<file path="config.mk">
export PLATFORM = sky130hd
export DESIGN_NAME = wu_decode
export DESIGN_NICKNAME = d
export VERILOG_FILES = /design/src/rtl/wu_decode_pkg.sv /design/src/rtl/wud_fifo.sv /design/src/rtl/wu_decode.sv
export SDC_FILE = /design/constraint.sdc
export NUM_CORES = 1
export LEC_CHECK = 0
export BUFFER_PORTS_ARGS = -buffer_cell sky130_fd_sc_hd__buf_2
export CAP_MARGIN = 15
export CORE_UTILIZATION = 53
export DETAILED_ROUTE_END_ITERATION = 7
export PLACE_DENSITY = 0.81
export SLEW_MARGIN = 30
export SYNTH_ARGS = -nofsm -noshare
export SYNTH_HDL_FRONTEND = slang
export SYNTH_HIERARCHICAL = 1
export SYNTH_SLANG_ARGS = --single-unit
</file>
<file path="constraint.sdc">
create_clock -name clk -period 7.2 [get_ports clk]
set_clock_uncertainty 0.15 [all_clocks]
set_input_delay 0.36 -clock clk [delete_from_list [all_inputs] [get_ports clk]]
set_output_delay 0.36 -clock clk [all_outputs]
set_load 0.03 [all_outputs]
</file>
<file path="src/rtl/wu_decode_pkg.sv">
// Shared constants for the work-unit decode stage: option types, FSM states,
// delineator encodings and the default option field geometry.
package wu_decode_pkg;

  localparam int unsigned OPT_PER_INST_DEF = 32'd3;
  localparam int unsigned OPT_TYPE_W_DEF   = 32'd8;
  localparam int unsigned OPT_VALUE_W_DEF  = 32'd8;

  localparam int unsigned OPT_NOP       = 32'd0;
  localparam int unsigned OPT_OP        = 32'd1;
  localparam int unsigned OPT_NUM_LANES = 32'd2;
  localparam int unsigned OPT_STRIDE    = 32'd3;
  localparam int unsigned OPT_TAG       = 32'd4;

  localparam logic [1:0] DL_MOM     = 2'b00;
  localparam logic [1:0] DL_SOM     = 2'b01;
  localparam logic [1:0] DL_EOM     = 2'b10;
  localparam logic [1:0] DL_SOM_EOM = 2'b11;

  localparam logic [1:0] ST_IDLE  = 2'd0;
  localparam logic [1:0] ST_ACCUM = 2'd1;
  localparam logic [1:0] ST_EMIT  = 2'd2;

  function automatic logic dl_starts(input logic [1:0] dl);
    return (dl == DL_SOM) || (dl == DL_SOM_EOM);
  endfunction

  function automatic logic dl_ends(input logic [1:0] dl);
    return (dl == DL_EOM) || (dl == DL_SOM_EOM);
  endfunction

endpackage

</file>
<file path="src/rtl/wud_fifo.sv">
// Generic synchronous FIFO with a registered count and a registered
// almost-full flag; writes while full are dropped and flagged.
module wud_fifo #(
  parameter int unsigned DW       = 32'd8,
  parameter int unsigned DEPTH    = 32'd4,
  parameter int unsigned AF_LEVEL = 32'd2
) (
  input  logic          clk,
  input  logic          rst_n,
  input  logic          wr_en_i,
  input  logic [DW-1:0] wr_data_i,
  input  logic          rd_en_i,
  output logic [DW-1:0] rd_data_o,
  output logic          empty_o,
  output logic          almost_full_o,
  output logic          overflow_o
);
  localparam int unsigned AW = $clog2(DEPTH);

  logic [DW-1:0] mem_q [DEPTH];
  logic [AW-1:0] wr_ptr_q, wr_ptr_d, rd_ptr_q, rd_ptr_d;
  logic [AW:0]   count_q, count_d;
  logic          af_q, af_d, push_s, pop_s, full_s;

  // Next-state pointers, count and almost-full level.
  always_comb begin
    full_s   = (count_q == (AW+1)'(DEPTH));
    push_s   = wr_en_i & ~full_s;
    pop_s    = rd_en_i & (count_q != '0);
    wr_ptr_d = push_s ? (wr_ptr_q + AW'(32'd1)) : wr_ptr_q;
    rd_ptr_d = pop_s ? (rd_ptr_q + AW'(32'd1)) : rd_ptr_q;
    count_d  = count_q + (AW+1)'(push_s) - (AW+1)'(pop_s);
    af_d     = (count_d >= (AW+1)'(AF_LEVEL));
  end

  // Storage and control registers; reset flushes the buffer.
  always_ff @(posedge clk or negedge rst_n) begin
    if (!rst_n) begin
      for (int i = 0; i < int'(DEPTH); i++) mem_q[i] <= '0;
      wr_ptr_q <= '0;
      rd_ptr_q <= '0;
      count_q  <= '0;
      af_q     <= 1'b0;
    end else begin
      if (push_s) mem_q[wr_ptr_q] <= wr_data_i;
      wr_ptr_q <= wr_ptr_d;
      rd_ptr_q <= rd_ptr_d;
      count_q  <= count_d;
      af_q     <= af_d;
    end
  end

  assign rd_data_o     = mem_q[rd_ptr_q];
  assign empty_o       = (count_q == '0);
  assign almost_full_o = af_q;
  assign overflow_o    = wr_en_i & full_s;

endmodule

</file>
<file path="src/rtl/wu_decode.sv">
// Work-unit decode: buffers option words from wu_memory and folds each
// SOM..EOM instruction into one registered record handed to mcntl.
module wu_decode
  import wu_decode_pkg::*;
#(
  parameter int unsigned OPT_PER_INST = OPT_PER_INST_DEF,
  parameter int unsigned OPT_TYPE_W   = OPT_TYPE_W_DEF,
  parameter int unsigned OPT_VALUE_W  = OPT_VALUE_W_DEF,
  parameter int unsigned FIFO_DEPTH   = 32'd4,
  parameter int unsigned SKID         = 32'd2
) (
  input  logic                                clk,
  input  logic                                reset_poweron,
  input  logic                                wum__wud__valid,
  input  logic [1:0]                          wum__wud__icntl,
  input  logic [1:0]                          wum__wud__dcntl,
  input  logic [OPT_PER_INST*OPT_TYPE_W-1:0]  wum__wud__option_type,
  input  logic [OPT_PER_INST*OPT_VALUE_W-1:0] wum__wud__option_value,
  output logic                                wud__wuf__stall,
  output logic                                wud__mcntl__valid,
  input  logic                                mcntl__wud__ready,
  output logic [OPT_VALUE_W-1:0]              wud__mcntl__op,
  output logic [OPT_VALUE_W-1:0]              wud__mcntl__num_lanes,
  output logic [OPT_VALUE_W-1:0]              wud__mcntl__stride,
  output logic [OPT_VALUE_W-1:0]              wud__mcntl__tag,
  output logic [3:0]                          wud__mcntl__num_desc,
  output logic                                wud__mcntl__opt_err,
  output logic                                wud__mcntl__proto_err
);
  localparam int unsigned TY_W   = OPT_PER_INST * OPT_TYPE_W;
  localparam int unsigned VA_W   = OPT_PER_INST * OPT_VALUE_W;
  localparam int unsigned WORD_W = 32'd4 + TY_W + VA_W;

  logic [WORD_W-1:0]      wr_word_s, head_s;
  logic [1:0]             head_ic_s, head_dc_s;
  logic [TY_W-1:0]        head_ty_s;
  logic [VA_W-1:0]        head_va_s;
  logic                   empty_s, ovf_s, pop_s, start_s, end_s;
  logic [1:0]             state_q, state_d;
  logic                   valid_q, valid_d, perr_q, perr_d, bubble_q, bubble_d;
  logic [OPT_VALUE_W-1:0] op_q, op_d, lanes_q, lanes_d, stride_q, stride_d, tag_q, tag_d;
  logic [OPT_VALUE_W-1:0] m_op_s, m_lanes_s, m_stride_s, m_tag_s;
  logic [3:0]             nd_q, nd_d, m_nd_s;
  logic                   oerr_q, oerr_d, m_oerr_s;

  assign wr_word_s = {wum__wud__icntl, wum__wud__dcntl, wum__wud__option_type, wum__wud__option_value};

  wud_fifo #(
    .DW      (WORD_W),
    .DEPTH   (FIFO_DEPTH),
    .AF_LEVEL(FIFO_DEPTH - SKID)
  ) u_fifo (
    .clk          (clk),
    .rst_n        (reset_poweron),
    .wr_en_i      (wum__wud__valid),
    .wr_data_i    (wr_word_s),
    .rd_en_i      (pop_s),
    .rd_data_o    (head_s),
    .empty_o      (empty_s),
    .almost_full_o(wud__wuf__stall),
    .overflow_o   (ovf_s)
  );

  assign head_ic_s = head_s[WORD_W-1 -: 2];
  assign head_dc_s = head_s[WORD_W-3 -: 2];
  assign head_ty_s = head_s[TY_W+VA_W-1 -: TY_W];
  assign head_va_s = head_s[VA_W-1:0];
  assign start_s   = dl_starts(head_ic_s);
  assign end_s     = dl_ends(head_ic_s);

  // Merge the head word onto the current record (cleared first on a start word).
  always_comb begin
    if (start_s) begin
      m_op_s = '0; m_lanes_s = '0; m_stride_s = '0; m_tag_s = '0; m_nd_s = 4'd0; m_oerr_s = 1'b0;
    end else begin
      m_op_s = op_q; m_lanes_s = lanes_q; m_stride_s = stride_q; m_tag_s = tag_q;
      m_nd_s = nd_q; m_oerr_s = oerr_q;
    end
    for (int i = 0; i < int'(OPT_PER_INST); i++) begin
      case (head_ty_s[i*OPT_TYPE_W +: OPT_TYPE_W])
        OPT_TYPE_W'(OPT_NOP):       m_oerr_s   = m_oerr_s;
        OPT_TYPE_W'(OPT_OP):        m_op_s     = head_va_s[i*OPT_VALUE_W +: OPT_VALUE_W];
        OPT_TYPE_W'(OPT_NUM_LANES): m_lanes_s  = head_va_s[i*OPT_VALUE_W +: OPT_VALUE_W];
        OPT_TYPE_W'(OPT_STRIDE):    m_stride_s = head_va_s[i*OPT_VALUE_W +: OPT_VALUE_W];
        OPT_TYPE_W'(OPT_TAG):       m_tag_s    = head_va_s[i*OPT_VALUE_W +: OPT_VALUE_W];
        default:                    m_oerr_s   = 1'b1;
      endcase
    end
    if (dl_starts(head_dc_s) && (m_nd_s != 4'd15)) begin
      m_nd_s = m_nd_s + 4'd1;
    end else begin
      m_nd_s = m_nd_s;
    end
  end

  // Decode FSM; a one-cycle bubble follows each accepted record before popping resumes.
  always_comb begin
    state_d = state_q; op_d = op_q; lanes_d = lanes_q; stride_d = stride_q; tag_d = tag_q;
    nd_d = nd_q; oerr_d = oerr_q; pop_s = 1'b0; bubble_d = 1'b0; perr_d = ovf_s;
    case (state_q)
      ST_IDLE, ST_ACCUM: begin
        if (!empty_s && !bubble_q) begin
          pop_s = 1'b1;
          if (start_s || (state_q == ST_ACCUM)) begin
            op_d = m_op_s; lanes_d = m_lanes_s; stride_d = m_stride_s; tag_d = m_tag_s;
            nd_d = m_nd_s; oerr_d = m_oerr_s;
            state_d = end_s ? ST_EMIT : ST_ACCUM;
            perr_d = ovf_s | (start_s & (state_q == ST_ACCUM));
          end else begin
            perr_d = 1'b1;
          end
        end else begin
          pop_s = 1'b0;
        end
      end
      ST_EMIT: begin
        if (mcntl__wud__ready) begin
          state_d  = ST_IDLE;
          bubble_d = 1'b1;
        end else begin
          state_d = ST_EMIT;
        end
      end
      default: state_d = ST_IDLE;
    endcase
    valid_d = (state_d == ST_EMIT);
  end

  // State and output registers.
  always_ff @(posedge clk or negedge reset_poweron) begin
    if (!reset_poweron) begin
      state_q <= ST_IDLE; valid_q <= 1'b0; perr_q <= 1'b0; bubble_q <= 1'b0;
      op_q <= '0; lanes_q <= '0; stride_q <= '0; tag_q <= '0; nd_q <= 4'd0; oerr_q <= 1'b0;
    end else begin
      state_q <= state_d; valid_q <= valid_d; perr_q <= perr_d; bubble_q <= bubble_d;
      op_q <= op_d; lanes_q <= lanes_d; stride_q <= stride_d; tag_q <= tag_d;
      nd_q <= nd_d; oerr_q <= oerr_d;
    end
  end

  assign wud__mcntl__valid     = valid_q;
  assign wud__mcntl__op        = op_q;
  assign wud__mcntl__num_lanes = lanes_q;
  assign wud__mcntl__stride    = stride_q;
  assign wud__mcntl__tag       = tag_q;
  assign wud__mcntl__num_desc  = nd_q;
  assign wud__mcntl__opt_err   = oerr_q;
  assign wud__mcntl__proto_err = perr_q;

endmodule

</file>
Word-level counts from Yosys, hierarchy flattened
Cells that the tools add are included.
{"block": "totals", "regBits": 258, "latchBits": 0, "ramBits": 0, "out_inout_bits": 40, "wordCells": 124, "romBits": 0, "in_bits": 56, "mem_count": 0}
{"block": "op_classes", "n_eq_ne": 23, "n_shift": 0, "n_mul": 0, "add_sub_neg": 5, "reduce_logical": 29, "n_lt_le_gt_ge": 4, "mux": 37, "n_bitwise": 8, "n_div": 0}
{"operator": "bitwise mux 208 bit", "count": 1}
{"operator": "two-way mux 52 bit", "count": 3}
{"operator": "binary-select mux 52 bit (select 2 bit)", "count": 1}
{"operator": "demux 52 bit (select 2 bit)", "count": 1}
{"operator": "two-way mux 8 bit", "count": 13}
{"operator": "equality test 8 x 2 -> 1 bit, second input constant", "count": 6}
{"operator": "equality test 8 x 1 -> 1 bit, second input constant", "count": 3}
{"operator": "equality test 8 x 3 -> 1 bit, second input constant", "count": 3}
{"operator": "zero test 8 bit", "count": 3}
{"operator": "AND reduction 4 bit", "count": 5}
{"operator": "nonzero test 4 bit", "count": 4}
{"operator": "OR reduction 5 bit", "count": 3}
{"operator": "two-way mux 1 bit", "count": 11}
{"operator": "equality test 2 bit, second input constant", "count": 5}
{"operator": "two-way mux 2 bit", "count": 4}
{"operator": "two-way mux 4 bit", "count": 2}
{"operator": "equality test 2 x 1 -> 1 bit, second input constant", "count": 3}
{"operator": "greater-or-equal comparator 3 bit, second input constant", "count": 2}
{"operator": "NOT 2 -> 3 bit", "count": 2}
{"operator": "adder 2 x 1 -> 2 bit, second input constant", "count": 2}
{"operator": "adder 4 x 1 -> 4 bit, second input constant", "count": 1}
{"operator": "bitwise AND 1 bit", "count": 4}
{"operator": "logical OR 1 bit", "count": 4}
{"operator": "inequality test 4 x 3 -> 1 bit, second input constant", "count": 1}
{"operator": "other kinds (16)", "count": 19}

Logic depth before layout (Yosys ltp)
Gate-level depths: netlist of run 1.
{"block": "logic_depth", "ltp_word": 11, "depth_mapped": 12, "depth_no_buf": 12}

Cells and area by module
Netlist of run 1, hierarchy kept.
{"module": "wud_fifo", "area_each_um2": 10470.0, "cells_per_inst": 543, "instances": 1, "seq_area_each_um2": 5405.2}
{"module": "wu_decode", "area_each_um2": 2558.7, "cells_per_inst": 268, "instances": 1, "seq_area_each_um2": 1051.0}

Worst setup path after synthesis of run 1
OpenSTA, ideal clock, no wires.
{"block": "synth_path", "path_type": "register -> register", "start": "register u_fifo.rd_ptr_q[0]", "end": "register op_q[0], in the netlist wud__mcntl__op[0]", "required_ps": 6911, "synth_period_minus_slack_ps": 2908, "arrival_time_ps": 2619, "setup_ps": 139, "path_slack_ps": 4292, "path_buffers": 4, "path_stages_with_launch": 11, "path_cell_list": "dfrtp_1 > buf_2 > buf_2 > mux4_2 > nor4_4 > and4b_1 > buf_4 > nor2b_1 > buf_2 > a221oi_1 > o31ai_1"}
{"block": "synth_via", "elab_cells_between_ends": 16, "classes_between": "eq/ne: 5; mux: 6; bitwise: 1; reduce/logical: 4"}
{"element": "from (decl)", "line_no": "wud_fifo.sv:21", "source": "logic [AW-1:0] wr_ptr_q, wr_ptr_d, rd_ptr_q, rd_ptr_d;"}
{"element": "from (signal assigned)", "line_no": "wud_fifo.sv:47", "source": "rd_ptr_q <= rd_ptr_d;"}
{"element": "NOT 2 -> 3 bit (not written as such) *", "line_no": "wud_fifo.sv:53", "source": "assign rd_data_o = mem_q[rd_ptr_q];"}
{"element": "binary-select mux 52 bit (select 2 bit) *", "line_no": "wud_fifo.sv:53"}
{"element": "two-way mux 52 bit (not written as such) * (2 in series)", "line_no": "wud_fifo.sv:53"}
{"element": "named net head_s[35]", "line_no": "wu_decode.sv:34", "source": "logic [WORD_W-1:0] wr_word_s, head_s;"}
{"element": "equality test 8 x 1 -> 1 bit *", "line_no": "wu_decode.sv:80", "source": "case (head_ty_s[i*OPT_TYPE_W +: OPT_TYPE_W])"}
{"element": "nonzero test 4 bit (no source line) or two-way mux 8 bit (tied branches)"}
{"element": "AND reduction 4 bit (no source line) or two-way mux 8 bit (tied branches)"}
{"element": "to (signal assigned)", "line_no": "wu_decode.sv:136", "source": "op_q <= op_d; lanes_q <= lanes_d; stride_q <= stride_d; tag_q <= tag_d;"}
{"element": "to (decl)", "line_no": "wu_decode.sv:41", "source": "logic [OPT_VALUE_W-1:0] op_q, op_d, lanes_q, lanes_d, stride_q, stride_d, tag_q, tag_d;"}
Mark *: on every way through the listed nets, which the timed path passes. The rest lies on a longest branch. The select of a mux whose other input is x is not followed.
A chain may end at the register's enable or synchronous reset.

Worst setup path after layout of run 1
{"block": "layout_path", "start": "register u_fifo.rd_ptr_q[0]", "end": "register tag_q[7], in the netlist wud__mcntl__tag[7]"}
{"block": "layout_via", "elab_cells_between_ends": 16, "classes_between": "eq/ne: 5; mux: 6; bitwise: 1; reduce/logical: 4"}
{"element": "NOT 2 -> 3 bit (not written as such) *", "line_no": "wud_fifo.sv:53"}
{"element": "binary-select mux 52 bit (select 2 bit) *", "line_no": "wud_fifo.sv:53"}
{"element": "two-way mux 52 bit (not written as such) * (2 in series)", "line_no": "wud_fifo.sv:53"}
{"element": "named net head_s[45]", "line_no": "wu_decode.sv:34"}
{"element": "equality test 8 x 3 -> 1 bit *", "line_no": "wu_decode.sv:80"}
{"element": "nonzero test 4 bit (no source line)"}
{"element": "AND reduction 4 bit (no source line)"}
{"element": "to (signal assigned)", "line_no": "wu_decode.sv:136"}
{"element": "to (decl)", "line_no": "wu_decode.sv:41"}
Marked as above.

==> impl_metrics.py, run 1 <==
metrics = {
    "critical_path": {
        "cp_num_buf_inv": 1,
        "cp.depth": 7,
        "cp_slowest_cell": "dfrtp_4",
        "crit_type": "reg -> reg",
        "crit_chain": "buf_4 > mux4_2 > nor4_4 > and2_1 > a21o_1 > a2bb2oi_1 > a21oi_1",
        "start_kind": "register",
        "cp_max_fo": 35,
        "endpoint_kind": "register",
        "r2r.worst_path.cells": 7,
        "worst_path_dominant_cell_family": "simple AND/OR/NAND/NOR gates",
        "cp.required_ns": 7.42,
        "cp.arrival_ns": 4.12,
        "slowest_delay_ns": 0.68,
    },
    "placed_design": {
        "portBuffers": 94,
        "dpl_cell_area_mm2": 0.0132,
        "hpwl_um": 17900,
        "gp_congestion": 0.909,
        "placed_cells": 1172,
    },
    "grt": {
        "grt_max_degree": 168,
        "antenna_found_initial": 1,
        "grt_pass1_wl_um": 44800,
        "grt_overflow": 0,
        "grt_usage_pct": 23.3,
        "grt_pass1_vias": 7791,
    },
    "final_layout": {
        "synthToLayoutAreaGrowth_pct": 13.8,
        "post-route-cell-area_mm2": 0.0146,
        "fin_nets": 999,
        "final_cells": 1270,
        "fin_util_pct": 61.9,
        "drive_gt1_share_pct": 44.0,
        "num-fill-cells": 1666,
    },
    "clocking": {
        "cts_inserted_buffers": 26,
        "cts_tree": "done",
        "clock_sinks": 254,
        "cts_max_path_buffers": 3,
        "clkTransAtPathRegs_ns": 0.06,
        "h-tree-depth": 1,
        "root_buffer": "clkbuf_16",
        "clk_latency_ns": 0.53,
    },
    "sta": {
        "timing.setup.tns_ns": 0,
        "finalCritPeriodShare_pct": 54.1,
        "hold_ws_ns": 0.0662,
        "finalSetupViolations": 0,
        "timing.final.crit_period_ns": 3.89,
        "max_freq_mhz": 257,
        "slew_headroom_pct": 43.6,
        "slew_violations": 0,
        "rsz0062_at_grt": "false",
        "finalHoldViolCount": 0,
        "tightest_slew_ns": 0.843,
    },
    "drt": {
        "antenna_left": 0,
        "viasPerCell": 5.80,
        "wl_um": 27900,
        "wire_per_inst_um": 22.0,
        "dr.pass1.iters": 5,
        "drt_iter0_markers": 509,
        "num_vias": 7370,
        "route.detailed.drc": 0,
    },
    "die": {
        "die_h_um": 158,
        "dieArea_mm2": 0.0249,
        "rows": 56,
        "io_pins": 96,
        "die_w_um": 158,
        "core_mm2": 0.0236,
        "initial_core_util_pct": 54.4,
    },
    "power": {
        "ir_drop_mv": 0.228,
        "p_leak_nw": 6.56,
        "powerDensity_mw_per_mm2": 507,
    },
    "yosys": {
        "synthCells": 802,
        "synth_area_mm2": 0.0128,
        "synth_area_per_cell_um2": 16.0,
        "synth_nets": 866,
        "yosys_warnings": 6,
    },
    "outcome": {
        "outcome": "finished clean",
    },
    "min_path": {
        "hold_path_class": "in -> reg",
        "hold_depth": 3,
    },
    "run": {
        "drv_cap": 0,
    },
}
==> state kept, by name, summed over array words and instances, names as in the netlist <==
register,flops
wud__mcntl__stride,8
u_fifo/wr_ptr_q,2
wud__mcntl__proto_err,1
u_fifo/mem_q,204
u_fifo/count_q,3
state_q,2
wud__mcntl__num_lanes,8
wud__mcntl__tag,8
wud__mcntl__valid,1
wud__mcntl__op,8
wud__mcntl__num_desc,4
u_fifo/rd_ptr_q,2
wud__mcntl__opt_err,1
bubble_q,1
u_fifo/almost_full_o,1
==> cell usage in the layout (no fill, tap or decap), drive strengths merged, types with 5 or more instances in the layout <==
cell         instances
a221oi              20
ha                   7
nor2                40
a21o                 6
clkbuf              32
nand2               35
inv                  7
buf                104
a2bb2oi              8
dlygate4sd3         53
and4b                5
mux2i                9
mux4                51
mux2               205
o31ai               20
a21oi               14
o21ai                9
xnor2                6
clkinv               8
nor2b                6
dfrtp              254
==> through the flow <==
step / total power, mW / setup WS [ns]
6_report: 7.41 / 3.31
5_1_grt: 7.78 / 2.99
4_1_cts: 7.40 / 3.27
3_5_place_dp: 6.03 / 3.30
3_3_place_gp: 5.87 / 3.30
2_1_floorplan: 5.36 / 4.31
==> routing by layer <==
metal	routed length, um	up-vias	track usage (%)	share of wire (%)
li1	-	3255	-	-
met1	12600	3823	33.5	45
met2	13000	233	36.4	47
met3	1600	59	4.13	5.7
met4	663	0	6.75	2.4
met5	0	-	0	0
==> worst reg2reg max path, stage by stage (launching register included) <==
cell	delay (ns)
dfrtp_4	0.68
buf_4	0.67
mux4_2	0.64
nor4_4	0.43
and2_1	0.46
a21o_1	0.31
a2bb2oi_1	0.29
a21oi_1	0.10
==> path summary, 6_finish.rpt <==
check,start,endpoint,slack [ns]
max,u_fifo/rd_ptr_q[0],wud__mcntl__tag[7],3.31
min,wum__wud__valid,u_fifo/wr_ptr_q[0],0.07
max reg2reg,u_fifo/rd_ptr_q[0],wud__mcntl__tag[7],3.31
min reg2reg,wud__mcntl__num_lanes[2],wud__mcntl__num_lanes[2],0.33
max in group asynchronous,reset_poweron,u_fifo/mem_q[66],5.35
min in group asynchronous,reset_poweron,u_fifo/mem_q[191],0.26
==> final cells by class <==
class                           count  area [um2]  area share, %
Clock buffer                       32         693           4.74
Multi-Input combinational cell    489        5850           40.0
Inverter                            7        26.3          0.180
Clock inverter                     11         119          0.813
Tap cell                          319         399           2.73
Antenna cell                        1        2.50         0.0171
Sequential cell                   254        6360           43.5
Timing Repair Buffer              157        1170           7.99
==> power by group <==
part,internal [mW],leakage [nW],switching (mW)
Clock,0.751,0.402,0.550
Combinational,1.87,3.09,1.62
Sequential,2.14,3.07,0.483
==> repair_timing <==
item	CTS	global route
setup buffers	0	0
resized for setup	0	0
hold endpoints to repair	292	0
hold buffers	53	0
Power figures use the tool's default switching activity.
==> inputs of run 2 (changes only) <==
==> constraint.sdc (replaced) <==
create_clock -name clk -period 3.6 [get_ports clk]
set_clock_uncertainty 0.15 [all_clocks]
set_input_delay 0.18 -clock clk [delete_from_list [all_inputs] [get_ports clk]]
set_output_delay 0.18 -clock clk [all_outputs]
set_load 0.03 [all_outputs]
==> impl_metrics.py, run 2 (synthesis results as in run 1) <==
metrics = {
    "placed_design": {
        "placed_cells": 1192,
        "gp_congestion": 0.903,
        "portBuffers": 94,
        "pre_cts_slack_ns": 0.344,
        "hpwl_um": 18300,
    },
    "power": {
        "power_mw": 15.0,
        "ir_drop_mv": 0.396,
        "p_comb_share_pct": 47.1,
        "p_int_mw": 9.70,
        "p_sw_share_pct": 35.3,
        "clkPwrFrac_pct": 17.8,
        "seq_power_share_pct": 35.1,
        "powerDensity_mw_per_mm2": 1010,
        "p_leak_nw": 6.68,
        "p_switching_mw": 5.30,
    },
    "final_layout": {
        "final_cells": 1296,
        "largest_register_ffs": 204,
        "num-fill-cells": 1649,
        "final_common_cell": "dfrtp_1",
        "fin_nets": 1021,
        "drive_gt1_share_pct": 44.6,
        "regMostFlops": "u_fifo/mem_q",
        "final_cell_mix": "dfrtp_1, mux2_4, buf_2, dlygate4sd3_1, mux4_2",
        "synthToLayoutAreaGrowth_pct": 15.3,
    },
    "clocking": {
        "cts-hold-fix-buffers": 54,
        "ctsResizeCount": 0,
        "clk_latency_ns": 0.53,
        "clkTransAtPathRegs_ns": 0.06,
        "cts_tree": "done",
        "h-tree-depth": 1,
        "cts_max_path_buffers": 3,
        "cts_setup_buffers": 0,
        "clock_sinks": 254,
        "root_buffer": "clkbuf_16",
        "cts_inserted_buffers": 26,
    },
    "critical_path": {
        "slowest_delay_ns": 0.67,
        "crit_type": "reg -> reg",
        "crit_chain": "mux4_2 > nor4_4 > and4_1 > nor2b_1 > a221oi_1 > o31ai_1",
        "cp_num_buf_inv": 0,
        "cp.arrival_ns": 3.60,
        "worst_path_dominant_cell_family": "simple AND/OR/NAND/NOR gates",
        "start_kind": "register",
        "cp_max_fo": 20,
        "cp_slowest_cell": "dfrtp_4",
        "endpoint_kind": "register",
        "cp.required_ns": 3.87,
    },
    "sta": {
        "timing.final.crit_period_ns": 3.33,
        "finalWorstSetupSlack_ns": 0.270,
        "tightest_slew_ns": 0.789,
        "max_freq_mhz": 300,
        "rsz0062_at_grt": "false",
        "finalSetupViolations": 0,
        "finalHoldViolCount": 0,
        "timing.setup.tns_ns": 0,
        "finalCritPeriodShare_pct": 92.5,
        "slew_violations": 0,
        "slew_headroom_pct": 47.2,
    },
    "drt": {
        "wire_per_inst_um": 21.6,
        "dr.pass1.iters": 5,
        "route.detailed.drc": 0,
        "antenna_left": 0,
        "num_vias": 7495,
        "drt_iter0_markers": 567,
        "viasPerCell": 5.78,
        "wl_um": 28000,
    },
    "outcome": {
        "outcome": "finished clean",
    },
    "grt": {
        "grt_overflow": 0,
        "antenna_found_initial": 3,
        "grt_max_degree": 123,
        "grt_usage_pct": 23.5,
        "grt_pass1_vias": 7830,
        "grt_pass1_wl_um": 45100,
    },
    "die": {
        "io_pins": 96,
        "die_h_um": 158,
        "core_mm2": 0.0236,
        "die_w_um": 158,
        "dieArea_mm2": 0.0249,
        "rows": 56,
        "initial_core_util_pct": 54.4,
    },
    "run": {
        "drv_cap": 0,
    },
    "min_path": {
        "hold_path_class": "in -> reg",
    },
}
[run 2: cell type report]
cell class              count  area [um2]  area share (%)
diodes                      2        5.00          0.0338
clock buffers              44         810            5.47
clock inverters             2        38.8           0.262
inverters                   7        26.3           0.177
multi-input cells         489        5850            39.5
flip-flops and latches    254        6360            43.0
well taps                 319         399            2.70
repair buffers            179        1310            8.87
[run 2: worst register-to-register path, stage by stage, from the launching register on]
cell and delay (ns):
dfrtp_4 0.67, mux4_2 0.60, nor4_4 0.47, and4_1 0.35, nor2b_1 0.48, a221oi_1 0.23, o31ai_1 0.29
[run 2: final timing paths]
path / startpoint / to / slack (ns) / cells past startpoint
min in group asynchronous: reset_poweron / u_fifo/mem_q[35] / 0.50 / 3
min reg2reg: wud__mcntl__op[0] / wud__mcntl__op[0] / 0.33 / 2
max: u_fifo/rd_ptr_q[0] / wud__mcntl__stride[6] / 0.27 / 6
max in group asynchronous: reset_poweron / u_fifo/mem_q[18] / 1.72 / 5
max reg2reg: u_fifo/rd_ptr_q[0] / wud__mcntl__stride[6] / 0.27 / 6
min: mcntl__wud__ready / state_q[1] / 0.32 / 3
[run 2: metrics by stage]
stage	hold slack (ns)	utilization (%)	cell area, um2
finish	0.317	62.7	14800
CTS	0.239	62.5	14800
global placement	0.190	56.6	13400
detailed placement	0.192	56.6	13400
global route	0.334	62.7	14800
floorplan	-0.266	-	12800
[run 2: routing by layer]
| metal | vias to the layer above | global-route usage, % | share of wire, % |
|---|---|---|---|
| li1 | 3298 | - | - |
| met1 | 3888 | 33.7 | 45 |
| met2 | 252 | 37.1 | 47 |
| met3 | 55 | 3.78 | 5.7 |
| met4 | 2 | 6.56 | 2.3 |
| met5 | - | 0 | 0.036 |
[run 2: power groups by stage]
stage	clock network [mW]	logic [mW]	registers, mW
after global placement	0	6.73	5.15
after detailed placement	0	6.92	5.22
after global routing	2.84	7.51	5.41
after CTS	2.71	7.01	5.23
after floorplan	0	5.57	5.15
final	2.67	7.07	5.26
==> inputs of run 3 (changes only) <==
--- a/config.mk
+++ b/config.mk
@@ -7,6 +7,7 @@
 export LEC_CHECK = 0
 export BUFFER_PORTS_ARGS = -buffer_cell sky130_fd_sc_hd__buf_2
 export CAP_MARGIN = 15
+export CORE_MARGIN = 8
 export CORE_UTILIZATION = 53
 export DETAILED_ROUTE_END_ITERATION = 7
 export PLACE_DENSITY = 0.81
==> impl_metrics.py, run 3 (synthesis results as in run 1) <==
metrics = {
    "outcome": {
        "outcome": "finished clean",
    },
    "critical_path": {
        "cp_num_buf_inv": 0,
        "worst_path_dominant_cell_family": "simple AND/OR/NAND/NOR gates",
        "cp.required_ns": 3.88,
        "start_kind": "register",
        "cp_slowest_cell": "dfrtp_4",
        "slowest_delay_ns": 0.67,
        "crit_chain": "mux4_2 > nor4_4 > and4b_1 > nor2b_1 > a221oi_1 > o31ai_1",
        "cp_max_fo": 14,
        "endpoint_kind": "register",
        "crit_type": "reg -> reg",
        "cp.arrival_ns": 3.48,
    },
    "clocking": {
        "ctsResizeCount": 0,
        "clock_sinks": 254,
        "h-tree-depth": 1,
        "root_buffer": "clkbuf_16",
        "cts_max_path_buffers": 3,
        "cts_inserted_buffers": 27,
        "clkTransAtPathRegs_ns": 0.06,
        "cts_tree": "done",
        "clk_latency_ns": 0.53,
    },
    "final_layout": {
        "post-route-cell-area_mm2": 0.0148,
        "fin_nets": 1011,
        "final_cell_mix": "dfrtp_1, mux2_4, buf_2, dlygate4sd3_1, mux4_2",
        "largest_register_ffs": 204,
        "drive_gt1_share_pct": 45.0,
        "final_common_cell": "dfrtp_1",
        "synthToLayoutAreaGrowth_pct": 15.4,
        "num-fill-cells": 1698,
        "regMostFlops": "u_fifo/mem_q",
    },
    "drt": {
        "antenna_left": 0,
        "wire_per_inst_um": 22.5,
        "viasPerCell": 5.81,
        "dr.pass1.iters": 6,
        "wl_um": 29100,
        "num_vias": 7508,
        "drt_iter0_markers": 581,
        "route.detailed.drc": 0,
    },
    "die": {
        "core_mm2": 0.0240,
        "io_pins": 96,
        "die_w_um": 172,
        "dieArea_mm2": 0.0295,
        "rows": 57,
        "die_h_um": 172,
        "initial_core_util_pct": 53.4,
    },
    "grt": {
        "grt_usage_pct": 20.2,
        "grt_max_degree": 103,
        "grt_pass1_vias": 8124,
        "grt_pass1_wl_um": 47000,
        "grt_overflow": 0,
        "antenna_found_initial": 3,
    },
    "sta": {
        "tightest_slew_ns": 0.818,
        "max_freq_mhz": 313,
        "finalHoldViolCount": 0,
        "timing.final.crit_period_ns": 3.20,
        "slew_headroom_pct": 45.3,
        "slew_violations": 0,
        "hold_ws_ns": 0.0956,
        "finalSetupViolations": 0,
        "finalCritPeriodShare_pct": 88.9,
        "timing.setup.tns_ns": 0,
        "rsz0062_at_grt": "false",
    },
    "placed_design": {
        "portBuffers": 94,
        "hpwl_um": 18600,
        "dpl_cell_area_mm2": 0.0133,
        "gp_congestion": 0.841,
    },
    "min_path": {
        "hold_path_class": "in -> async",
    },
    "power": {
        "ir_drop_mv": 0.420,
        "p_leak_nw": 6.67,
        "powerDensity_mw_per_mm2": 1020,
    },
    "run": {
        "drv_cap": 0,
    },
}
==> run 3: per-layer routing <==
layer / track usage (%) / routed length [um] / vias to the layer above
met5: 0 / 8 / -
met4: 6.62 / 672 / 2
met3: 3.70 / 1790 / 56
met2: 31.7 / 13700 / 285
met1: 28.0 / 12900 / 3870
li1: - / - / 3295
==> run 3: path summary, 6_finish.rpt <==
path / to / from / cells past startpoint / slack, ns
min reg2reg: wud__mcntl__op[6] / wud__mcntl__op[6] / 2 / 0.32
max reg2reg: wud__mcntl__op[2] / u_fifo/rd_ptr_q[0] / 6 / 0.40
min in group clk: state_q[1] / mcntl__wud__ready / 3 / 0.30
min: u_fifo/mem_q[87] / reset_poweron / 2 / 0.1
max: wud__mcntl__op[2] / u_fifo/rd_ptr_q[0] / 6 / 0.40
max in group asynchronous: u_fifo/mem_q[121] / reset_poweron / 3 / 2.24
==> run 3: repair_timing <==
item / CTS / global route
hold buffers: 54 / 0
buffers inserted: 0 / 1
setup endpoints to repair: 0 / 2
hold endpoints to repair: 310 / 0
==> run 3: cell type report <==
type	count	area [um2]	area share, %
diodes	2	5.00	0.0338
clock buffers	36	769	5.19
clock inverters	13	133	0.895
inverters	7	26.3	0.177
multi-input cells	489	5850	39.5
flip-flops and latches	254	6360	42.9
well taps	324	405	2.74
repair buffers	168	1270	8.55
==> run 3: worst register-to-register path, cell delays in order (launching register included) <==
cell and delay, ns:
dfrtp_4 0.67, mux4_2 0.60, nor4_4 0.43, and4b_1 0.34
nor2b_1 0.47, a221oi_1 0.18, o31ai_1 0.27
==> run 3: through the flow <==
| stage | power [mW] | cells | utilization [%] | worst slack (ns) |
|---|---|---|---|---|
| after detailed placement | 12.2 | 1187 | 55.5 | 0.264 |
| after global routing | 15.9 | 1293 | 61.7 | 0.0763 |
| after CTS | 15.1 | 1290 | 61.5 | 0.237 |
| after floorplan | 10.7 | 802 | - | 0.713 |
| after global placement | 11.9 | 1187 | 55.5 | 0.252 |
| final | 15.2 | 1293 | 61.7 | 0.401 |
==> run 3: report_power, final <==
part           switching (mW)  internal, mW
Sequential              0.934          4.29
Clock                    1.14          1.65
Combinational            3.34          3.81
